`config.mk`:
```
export PLATFORM = sky130hd
export DESIGN_NAME = hazard_ctrl
export DESIGN_NICKNAME = d
export VERILOG_FILES = /design/src/rtl/hazard_ctrl_pkg.sv /design/src/rtl/sat_counter.sv /design/src/rtl/hazard_ctrl.sv
export SDC_FILE = /design/constraint.sdc
export NUM_CORES = 1
export LEC_CHECK = 0
export CAP_MARGIN = 30
export CELL_PAD_IN_SITES_DETAIL_PLACEMENT = 0
export CELL_PAD_IN_SITES_GLOBAL_PLACEMENT = 2
export CORE_UTILIZATION = 21
export DETAILED_ROUTE_END_ITERATION = 16
export GPL_TIMING_DRIVEN = 0
export HOLD_SLACK_MARGIN = 0.15
export PLACE_DENSITY_LB_ADDON = 0.1
export SYNTH_ARGS = -nofsm -noshare
export SYNTH_HDL_FRONTEND = slang
export SYNTH_SLANG_ARGS = --single-unit
```
`constraint.sdc`:
```
create_clock -name clk -period 3.3 [get_ports clk]
set_input_delay 0.33 -clock clk [delete_from_list [all_inputs] [get_ports clk]]
set_output_delay 0.33 -clock clk [all_outputs]
set_load 0.02 [all_outputs]
```
`src/rtl/hazard_ctrl_pkg.sv`:
```
// rtl/hazard_ctrl_pkg.sv - shared stage indices and FSM state type for hazard_ctrl
package hazard_ctrl_pkg;

    localparam int NUM_STAGES = 8;

    localparam int STG_IF   = 0;
    localparam int STG_IDC  = 1;
    localparam int STG_IDR  = 2;
    localparam int STG_EXB  = 3;
    localparam int STG_EXA  = 4;
    localparam int STG_MEMP = 5;
    localparam int STG_MEMR = 6;
    localparam int STG_WB   = 7;

    typedef enum logic {
        RUN    = 1'b0,
        REFILL = 1'b1
    } state_t;

endpackage

```
`src/rtl/sat_counter.sv`:
```
// rtl/sat_counter.sv - saturating up-counter with synchronous clear
// Ports: clk, rst (async active-high), inc (count up), clr (zero, wins over inc),
//        count (current value, holds at all-ones).
module sat_counter #(
    parameter int W = 32
) (
    input  logic         clk,
    input  logic         rst,
    input  logic         inc,
    input  logic         clr,
    output logic [W-1:0] count
);

    always_ff @(posedge clk or posedge rst) begin
        if (rst) begin
            count <= '0;
        end else if (clr) begin
            count <= '0;
        end else if (inc && (count != {W{1'b1}})) begin
            count <= count + 1'b1;
        end
    end

endmodule

```
`src/rtl/hazard_ctrl.sv`:
```
// rtl/hazard_ctrl.sv - stall/flush/redirect control for the 8-stage pipeline
// Ports: clk, rst (async active-high);
//        no_forwarding_data_{IDR,EXB,MEMP} - data-hazard stall requests for IDC;
//        redirect_EXA / redirect_pc_EXA   - mispredict and correct target;
//        dm_req_MEMP / dm_ack              - data-memory handshake;
//        stage_en / bubble                 - per-stage load enable and NOP injection;
//        pc_redirect_valid / pc_redirect   - fetch redirect;
//        hazard_timeout                    - sticky data-stall watchdog;
//        stall_cycles / flush_count        - saturating performance counters.
module hazard_ctrl
    import hazard_ctrl_pkg::*;
#(
    parameter int REDIRECT_BUBBLES = 1,
    parameter int MAX_DSTALL       = 8,
    parameter int CNT_W            = 32
) (
    input  logic                  clk,
    input  logic                  rst,
    input  logic                  no_forwarding_data_IDR,
    input  logic                  no_forwarding_data_EXB,
    input  logic                  no_forwarding_data_MEMP,
    input  logic                  redirect_EXA,
    input  logic [63:0]           redirect_pc_EXA,
    input  logic                  dm_req_MEMP,
    input  logic                  dm_ack,
    output logic [NUM_STAGES-1:0] stage_en,
    output logic [NUM_STAGES-1:0] bubble,
    output logic                  pc_redirect_valid,
    output logic [63:0]           pc_redirect,
    output logic                  hazard_timeout,
    output logic [CNT_W-1:0]      stall_cycles,
    output logic [CNT_W-1:0]      flush_count
);

    localparam logic [3:0] REFILL_LOAD = 4'(REDIRECT_BUBBLES);
    localparam logic [7:0] DSTALL_LIM  = 8'(MAX_DSTALL - 1);

    state_t     state;
    logic [3:0] refill_cnt;
    logic [7:0] dstall_cnt;
    logic       timeout_q;

    logic mstall;
    logic dhaz;
    logic redir;
    logic dhaz_act;
    logic timeout_hit;

    assign mstall   = dm_req_MEMP & ~dm_ack;
    assign dhaz     = no_forwarding_data_IDR | no_forwarding_data_EXB | no_forwarding_data_MEMP;
    // A redirect sitting in a frozen EXA must wait until the memory stall clears.
    assign redir    = redirect_EXA & ~mstall;
    // IDC holds a bubble during REFILL, so its hazard flags are meaningless there.
    assign dhaz_act = dhaz & ~mstall & ~redir & (state == RUN);

    // Fires in the cycle that completes the MAX_DSTALL-th consecutive stall so the
    // flag is visible without waiting for the counter register to catch up.
    assign timeout_hit    = dhaz_act & (dstall_cnt >= DSTALL_LIM);
    assign hazard_timeout = timeout_q | timeout_hit;

    always_comb begin
        stage_en          = '1;
        bubble            = '0;
        pc_redirect_valid = 1'b0;
        pc_redirect       = '0;
        if (rst) begin
            stage_en = '0;
            bubble   = '1;
        end else if (mstall) begin
            // Freeze PC..MEMP; MEMR takes a NOP so WB can still drain.
            stage_en           = '0;
            stage_en[STG_MEMR] = 1'b1;
            stage_en[STG_WB]   = 1'b1;
            bubble[STG_MEMR]   = 1'b1;
        end else if (redir) begin
            bubble[STG_IDC]   = 1'b1;
            bubble[STG_IDR]   = 1'b1;
            bubble[STG_EXB]   = 1'b1;
            bubble[STG_EXA]   = 1'b1;
            pc_redirect_valid = 1'b1;
            pc_redirect       = redirect_pc_EXA;
        end else if (state == REFILL) begin
            bubble[STG_IDC] = 1'b1;
        end else if (dhaz) begin
            stage_en[STG_IF]  = 1'b0;
            stage_en[STG_IDC] = 1'b0;
            bubble[STG_IDR]   = 1'b1;
        end
    end

    always_ff @(posedge clk or posedge rst) begin
        if (rst) begin
            state      <= RUN;
            refill_cnt <= '0;
            timeout_q  <= 1'b0;
        end else begin
            timeout_q <= timeout_q | timeout_hit;
            if (redir) begin
                refill_cnt <= REFILL_LOAD;
                state      <= (REDIRECT_BUBBLES == 0) ? RUN : REFILL;
            end else if ((state == REFILL) && !mstall) begin
                // Leave REFILL on the edge where the count reaches zero.
                if (refill_cnt <= 4'd1) begin
                    refill_cnt <= '0;
                    state      <= RUN;
                end else begin
                    refill_cnt <= refill_cnt - 4'd1;
                end
            end
        end
    end

    sat_counter #(.W(CNT_W)) u_stall_cnt (
        .clk   (clk),
        .rst   (rst),
        .inc   (mstall | dhaz_act),
        .clr   (1'b0),
        .count (stall_cycles)
    );

    sat_counter #(.W(CNT_W)) u_flush_cnt (
        .clk   (clk),
        .rst   (rst),
        .inc   (redir),
        .clr   (1'b0),
        .count (flush_count)
    );

    sat_counter #(.W(8)) u_dstall_cnt (
        .clk   (clk),
        .rst   (rst),
        .inc   (dhaz_act),
        .clr   (~dhaz_act),
        .count (dstall_cnt)
    );

endmodule

```
After elaboration in Yosys (flattened, before gate mapping)
Index checks and enable logic that the tools add are counted.

word-level totals
  register bits = 78
  input bits = 72
  output and inout port bits = 146
  word-level logic and storage cells = 68

operators by class
  $add $sub $neg = 4
  $lt $le $gt $ge = 2
  equal/unequal tests = 4
  multiplexer cells = 30
  bitwise gates (word level) = 14
  reductions and logical operators = 8

operators by type and width
  operator                                                                              count
  64-bit two-way mux                                                                    3
  32-bit by 1-bit adder with 32-bit output (second input constant)                      2
  32-bit inequality test (second input constant)                                        2
  4-bit two-way mux                                                                     6
  8-bit two-way mux                                                                     3
  1-bit two-way mux                                                                     12
  2-bit two-way mux                                                                     6
  8-bit by 1-bit adder with 8-bit output (second input constant)                        1
  8-bit by 3-bit greater-or-equal comparator with 1-bit output (second input constant)  1
  8-bit inequality test (second input constant)                                         1
  1-bit AND                                                                             6
  4-bit by 1-bit <= comparator with 1-bit output (second input constant)                1
  1-bit logical AND                                                                     4
  1-bit inverter                                                                        4
  1-bit OR                                                                              4
  2-bit nonzero test                                                                    2
  4-bit by 1-bit subtractor with 4-bit output (second input constant)                   1
  2-bit by 1-bit inequality test with 1-bit output (second input constant)              1
  2-bit AND reduction                                                                   1
  1-bit zero test                                                                       1

Logic depth before layout (Yosys ltp)
Gate-level depths: netlist (run 1).

  depth after elaboration = 10
  mapped depth = 7

By module
A second synthesis (run 1) with hierarchy kept.

second synthesis, totals
  cells, all modules = 553
  area, all modules = 4933.5 um^2

modules (own cells, without submodules)
  module                          times used  cells each  area an instance (um^2)
  sat_counter at u_flush_cnt ...  2           186         1740.4
  hazard_ctrl                     1           132         948.4
  sat_counter at u_dstall_cnt     1           49          504.2

Worst setup path before layout (run 1)
OpenSTA, ideal clock, no wires.

  path kind = input-to-output
  from = input rst
  to = output pc_redirect[54]
  data arrival time = 3648 ps
  required time = 2970 ps
  slack = -678 ps
  stages on the path = 5
  buffers on the path = 1
  cells stage by stage = inv_1 -> nand2_1 -> inv_1 -> clkbuf_1 -> and3_1

on the way
  word-level cells in the longest chain between the ends = 1

RTL lines
  item                line               RTL
  from (decl)         hazard_ctrl.sv:18  input logic rst,
  64-bit two-way mux  hazard_ctrl.sv:66  if (rst) begin
  to (decl)           hazard_ctrl.sv:29  output logic [63:0] pc_redirect,

No other way between the ends.

Final worst setup path (run 1)
  from = input rst
  to = output pc_redirect[44]

Same word-level chain as after synthesis.

==> results of run 1 <==
==> cell usage in the layout, fill, tap and decap left out, drive strengths merged, types with 2 or more instances in the layout <==
master and count:
clkdlybuf4s50 210, dfrtp 78, and3 75, nand2 41, xnor2 33, clkbuf 31, xor2 28, nand4 26
nand3 25, nor2 23, buf 20, nor3 18, o21ai 10, a21oi 9, and4 8, and2 8
inv 7, nor4 7, a31oi 7, ha 5, dlymetal6s2s 5, o31ai 4, nor4b 4, clkinvlp 3
nand2b 2, or2 2, mux2i 2, mux2 2, nor3b 2, clkinv 2
==> power by group through the flow <==
stage,clock network [uW],registers (uW),logic (uW)
floorplan,0,1250,307
global placement,0,1190,803
detailed placement,0,1200,812
CTS,1010,1180,823
global route,1060,1200,885
finish,974,1180,817
==> registers in the layout, summed over array words and instances, names as in the netlist <==
register and cells:
state 1, u_stall_cnt.count 32, u_flush_cnt.count 32, refill_cnt 4
u_dstall_cnt.count 8, timeout_q 1
==> worst max-delay path: cells and delay by family <==
| family | cells | cell delay, ns |
|---|---|---|
| buffers and inverters | 8 | 2.08 |
| AND/OR/NAND/NOR | 2 | 0.28 |
==> cell type report <==
class,instances,area (um^2)
Buffer,35,191
Clock buffer,12,236
Clock inverter,4,47.5
Fill cell,2113,13200
Inverter,8,33.8
Multi-Input combinational cell,352,2280
Sequential cell,78,1950
Tap cell,270,338
Timing Repair Buffer,220,2250
Timing Repair inverter,1,5.00
==> metrics by stage <==
step	setup WS, ns	power (uW)	util
detailed placement	-0.721	2010	0.341
CTS	0.0424	3020	0.356
floorplan	0.199	1550	-
global route	0.0484	3140	0.358
global placement	-1.59	2000	0.339
finish	0.264	2970	0.358
==> per-layer routing <==
layer	up-vias	wire, um	GRT usage
met5	-	10	0
met4	2	215	0.0407
met3	15	602	0.0330
met2	107	8300	0.255
met1	2126	7240	0.189
li1	2146	-	-
==> kinds of logic after synthesis <==
family,count (synthesis),share of synthesized area
AO/OA/AOI/OAI,37,0.0540
multiplexers,4,0.00956
buffers and inverters,44,0.0487
AND/OR/NAND/NOR,245,0.315
flip-flops,78,0.439
XOR/XNOR,61,0.120
adder cells (fa/ha/maj),5,0.0141
==> timing repair <==
action	4_1_cts	5_1_grt
gates resized for setup	6	12
setup endpoints to repair	69	61
buffers inserted	1	0
cloned	1	1
==> path summary, 6_finish.rpt <==
kind,startpoint,endpoint,slack (ns)
worst min-delay path,rst,u_flush_cnt.count[11]$_DFFE_PP0P_,0.29
worst max register to register,u_flush_cnt.count[0]$_DFFE_PP0P_,u_flush_cnt.count[20]$_DFFE_PP0P_,1.10
worst min register to register,timeout_q$_DFF_PP0_,timeout_q$_DFF_PP0_,0.46
max in group asynchronous,rst,u_dstall_cnt.count[5]$_DFFE_PP0P_,2.56
min in group clk,timeout_q$_DFF_PP0_,timeout_q$_DFF_PP0_,0.46
worst max-delay path,rst,pc_redirect[44],0.26
==> summary.md, run 1 <==
| Metric | Value |
|---|---|
| Status | `finished, final reports clean` |
| Overall routing resource usage | `0.149` |
| HP Class | `in2async` |
| Via count | `4396` |
| Number of global-route vias before repair | `4416` |
| FFs w/ async S/R, synth | `1.00` |
| Clock skew | `just over 0.005 ns` |
| Worst R2R Path Depth | `6` |
| Arr. time, crit path | `2.71 ns` |
| Post-synthesis sequential area ratio | `0.439` |
| Setup crit start kind | `input pin` |
| Vias per cell | `4.49` |
| Fin crit share | `0.920` |
| Yosys warning total | `0` |
| Worst slew pin tran | `0.722 ns` |
| Fin area | `7340 um^2` |
| Pwr dens | `405 nW/um^2` |
| Final WL | `about 16000 um` |
| Syn Nets | `551` |
| Final TNS setup | `0 ns` |
| Final hold violation count | `0` |
| IO Pins | `218` |
| Area of the mapped netlist | `4450 um^2` |
| H-tree Lvls | `3` |
| Count leader, synth | `dfrtp_1` |
| Min Tclk post-route | `3.04 ns` |
| CP max FO | `32` |
| Total internal power | `2030 uW` |
| Rel. slew slack | `0.518` |
| Sw Ratio | `0.316` |
| Routed Antenna Nets | `0` |
| Cell count after synthesis | `474` |
| Max-cap violations | `0` |
| Sw Pwr | `~940 uW` |
| WL/cell | `16.7 um` |
| DR iter-0 viols | `a little under 200` |
| Clock Tree Root | `clkbuf_16` |
| Clock Latency Late Sink | `0.34 ns` |
| WS Path Type | `in2out` |
| Clock Path Buffers | `2` |
| Number of synthesized flops with an enable pin | `0` |
| CTS buffer count | `9` |
| Maximum vdd drop | `217 uV` |
| GRT Residual Overflow | `0` |
| Final HPWL DP | `12600 um` |
| Drt first pass iters | `4` |
| Gate power share | `0.275` |
| PortBufs | `216` |
| Reg clk slew, reported paths | `0.06 ns` |
| Slew Limit Fails | `0` |
| Cell taking the most area after synthesis | `dfrtp_1` |
| Part of the power in registers | `0.398` |
| CP Capture Type | `output pin` |
| Core Area | `20500 um^2` |
| Fin cells | `just under 1000` |
| Synth unique cells | `48` |
| Initial Util | `0.217` |
| Placed cell count | `962` |
| Highest Clock Rate | `329 MHz` |
| Worst hold margin | `about 0.29 ns` |
| # rows | `52` |
| Drc violations | `0` |
| Hold Buf Count CTS | `0` |
| Synth cell count leaders | `78 x dfrtp_1, 74 x and3_1, 41 x nand2_1` |
| Post-synth top area share | `0.439` |
| Worst Path Required | `2.97 ns` |
| Area contributors post-synth | `dfrtp_1 44%, and3_1 10%, xnor2_1 6.5%, xor2_1 5.5%, nand2_1 3.5%` |
| Initial antenna violation count | `1` |
| RSZ-0062 raised after global routing | `no` |
| Setup violations, final | `0` |
| Layout Nets | `782` |
| Ys flop type | `dfrtp_1` |
| Pin count of the biggest net entering global routing | `32` |
| Crit-path slowest cell | `clkdlybuf4s50_1` |
| Post-DP Area | `6990 um^2` |
| Die H | `around 150 um` |
| CTS tree | `yes` |
| Ratio of cells with drive above 1 in the final layout | `0.0803` |
| GPL Wtd Cong | `0.750` |
| #FFs+latches synth | `78` |
| # diodes | `0` |
| Worst path max stage delay | `0.64 ns` |
| P&R area growth vs syn | `65.0%` |
| Clock power share | `0.327` |
| First-pass GRT wire length | `between 20000 and 30000 um` |
| Clk sink count | `78` |
| Syn Area/Cell | `9.38 um^2` |
| DIE WIDTH | `148 um` |
| Critical-path cell list | `dlygate4sd2_1 > clkinvlp_4 > buf_12 > buf_16 > nand2_1 > inv_1 > buf_2 > clkbuf_2 > and3_1 > clkdlybuf4s50_1` |
| Total die area | `21800 um^2` |
| Leakage | `approximately 0.0033 uW` |
No activity file was read; power rests on OpenSTA's default activity.
==> run 2, diff against run 1 <==
--- a/config.mk
+++ b/config.mk
@@ -12,7 +12,7 @@
 export DETAILED_ROUTE_END_ITERATION = 16
 export GPL_TIMING_DRIVEN = 0
 export HOLD_SLACK_MARGIN = 0.15
-export PLACE_DENSITY_LB_ADDON = 0.1
+export PLACE_DENSITY = 0.78
 export SYNTH_ARGS = -nofsm -noshare
 export SYNTH_HDL_FRONTEND = slang
 export SYNTH_SLANG_ARGS = --single-unit
==> summary.md, run 2 (synthesized netlist as in run 1, its figures left out) <==
| Metric | Value |
|---|---|
| Highest Clock Rate | `329 MHz` |
| Worst slew pin tran | `~0.7 ns` |
| Layout Nets | `780` |
| Rel. slew slack | `0.524` |
| First-pass GRT wire length | `~24000 um` |
| Placed cell count | `962` |
| Pin count of the biggest net entering global routing | `40` |
| CP Capture Type | `output pin` |
| Routed Antenna Nets | `0` |
| Clock Latency Late Sink | `0.33 ns` |
| Worst Path Required | `2.97 ns` |
| Final TNS setup | `0 ns` |
| Setup violations, final | `0` |
| CTS buffer count | `9` |
| Fin cells | `roughly 1000` |
| Core Area | `20500 um^2` |
| Drc violations | `0` |
| GRT Residual Overflow | `0` |
| WS Path Type | `in2out` |
| Reg clk slew, reported paths | `0.06 ns` |
| Sequential cell area | `1950 um^2` |
| Buf+Inv Stages, Crit Path | `5` |
| FF-to-FF Start | `u_flush_cnt.count[12]$_DFFE_PP0P_` |
| IO Pins | `218` |
| # rows | `52` |
| Die H | `148 um` |
| Hold Path Origin | `redirect_EXA` |
| Vias per cell | `between 4 and 5` |
| H-tree Lvls | `3` |
| Clock Tree Root | `clkbuf_16` |
| Largest regs | `u_flush_cnt.count: 32 flops, u_stall_cnt.count: 32 flops, u_dstall_cnt.count: 8 flops` |
| P&R area growth vs syn | `63.4%` |
| GPL Wtd Cong | `approximately 0.9` |
| HP Class | `in2reg` |
| Final hold violation count | `0` |
| Drt first pass iters | `4` |
| DR iter-0 viols | `144` |
| Initial Util | `0.217` |
| Overall routing resource usage | `0.143` |
| Final HPWL DP | `between 10000 and 15000 um` |
| Final WS setup | `0.257 ns` |
| Number of global-route vias before repair | `4394` |
| Leakage | `0.00317 uW` |
| Ratio of cells with drive above 1 in the final layout | `0.0750` |
| WL/cell | `16.3 um` |
| Pwr dens | `398 nW/um^2` |
| Maximum vdd drop | `411 uV` |
| RSZ-0062 raised after global routing | `no` |
| Setup slack, reg-to-reg | `1.10 ns` |
| Multi-input logic area | `2280 um^2` |
| # diodes | `0` |
| Via count | `4464` |
| Critical-path cell list | `clkdlybuf4s50_1 > clkinvlp_4 > nand2_1 > inv_2 > buf_1 > and3_1 > clkdlybuf4s50_1` |
| DIE WIDTH | `148 um` |
| Power, Total | `2890 uW` |
| Worst path max stage delay | `0.63 ns` |
| Layout fillers | `just over 2000` |
| Most Frequent Cell on Critical Path | `clkdlybuf4s50_1` |
| Fin crit share | `0.922` |
| Clock skew | `0.00675 ns` |
| CP max FO | `11` |
| Initial antenna violation count | `0` |
| PortBufs | `216` |
| Min Tclk post-route | `3.04 ns` |
| CTS tree | `yes` |
| Beginning of the critical path | `rst` |
| Final WL | `15900 um` |
| Commonest non-fill, non-tap cell in the layout | `clkdlybuf4s50_1` |
| Setup crit start kind | `input pin` |
| Hold Buf Count CTS | `0` |
| Status | `finished, final reports clean` |
| Arr. time, crit path | `2.71 ns` |
| Clk sink count | `78` |
| Slew Limit Fails | `0` |
| Most frequent cells in the layout | `216 x clkdlybuf4s50_1, 78 x dfrtp_1, 74 x and3_1, 41 x nand2_1, 33 x xnor2_1` |
| Max-cap violations | `0` |
| Post-place setup slack | `-0.303 ns` |
| CP delay by family, top | `buffers and inverters` |
| Clock Path Buffers | `2` |
| Crit-path slowest cell | `clkdlybuf4s50_1` |
| Total die area | `around 22000 um^2` |
==> run 2: cell count changes in the layout (fill, tap and decap cells not counted), moves of 2 or more <==
cell	change
buf_2	-2
clkbuf_1	+2
clkbuf_2	-4
clkdlybuf4s50_1	+6
dlymetal6s2s_1	-5
==> run 2: repair_timing <==
action / in CTS / in global routing
setup endpoints to repair: 67 / 20
cloned: 1 / 0
buffers inserted: 1 / 0
pin swaps: 0 / 0
resized for setup: 1 / 4
==> run 2: layout make-up <==
class,count,share of cell area
sequential,78,0.269
buffer,34,0.0248
clock buffer,11,0.0334
tap,270,0.0465
timing repair inverter,1,0.000689
clock inverter,4,0.00327
inverter,8,0.00465
timing repair buffer,219,0.304
multi-input combinational,352,0.314
==> run 2: path summary, 6_finish.rpt <==
| check | to | depth (start not counted) |
|---|---|---|
| min | state$_DFFE_PP0P_ | 3 |
| min in group asynchronous | refill_cnt[3]$_DFFE_PP0P_ | 2 |
| max | pc_redirect[39] | 7 |
| max reg2reg | u_flush_cnt.count[31]$_DFFE_PP0P_ | 6 |
| min reg2reg | timeout_q$_DFF_PP0_ | 1 |
| max in group asynchronous | u_flush_cnt.count[21]$_DFFE_PP0P_ | 5 |
==> run 2: per-layer routing <==
layer | vias up | wire, um | part of all wire | global-route usage
met1 | 2191 | 7350 | 0.46 | 0.194
met5 | - | 0 | 0 | 0
met2 | 103 | 7670 | 0.48 | 0.227
met4 | 0 | 199 | 0.012 | 0.0335
met3 | 19 | 720 | 0.045 | 0.0355
li1 | 2151 | - | - | -
==> run 2: power by group <==
group	switching [uW]	internal, uW	leakage (uW)
Sequential	132	1040	0.00105
Clock	395	524	0.000135
Combinational	397	400	0.00199
==> run 2: stage by stage <==
stage	utilization	hold slack, ns	cell area, um^2
after floorplan	-	0.473	4450
after global placement	0.339	0.468	6950
after detailed placement	0.341	0.458	6990
after CTS	0.355	0.468	7270
after global routing	0.355	0.497	7270
final	0.355	0.460	7270
==> run 2: worst min-delay path, cell delays in order <==
cell and delay, ns:
buf_2 0.18, nand2_1 0.18, nand2_1 0.06
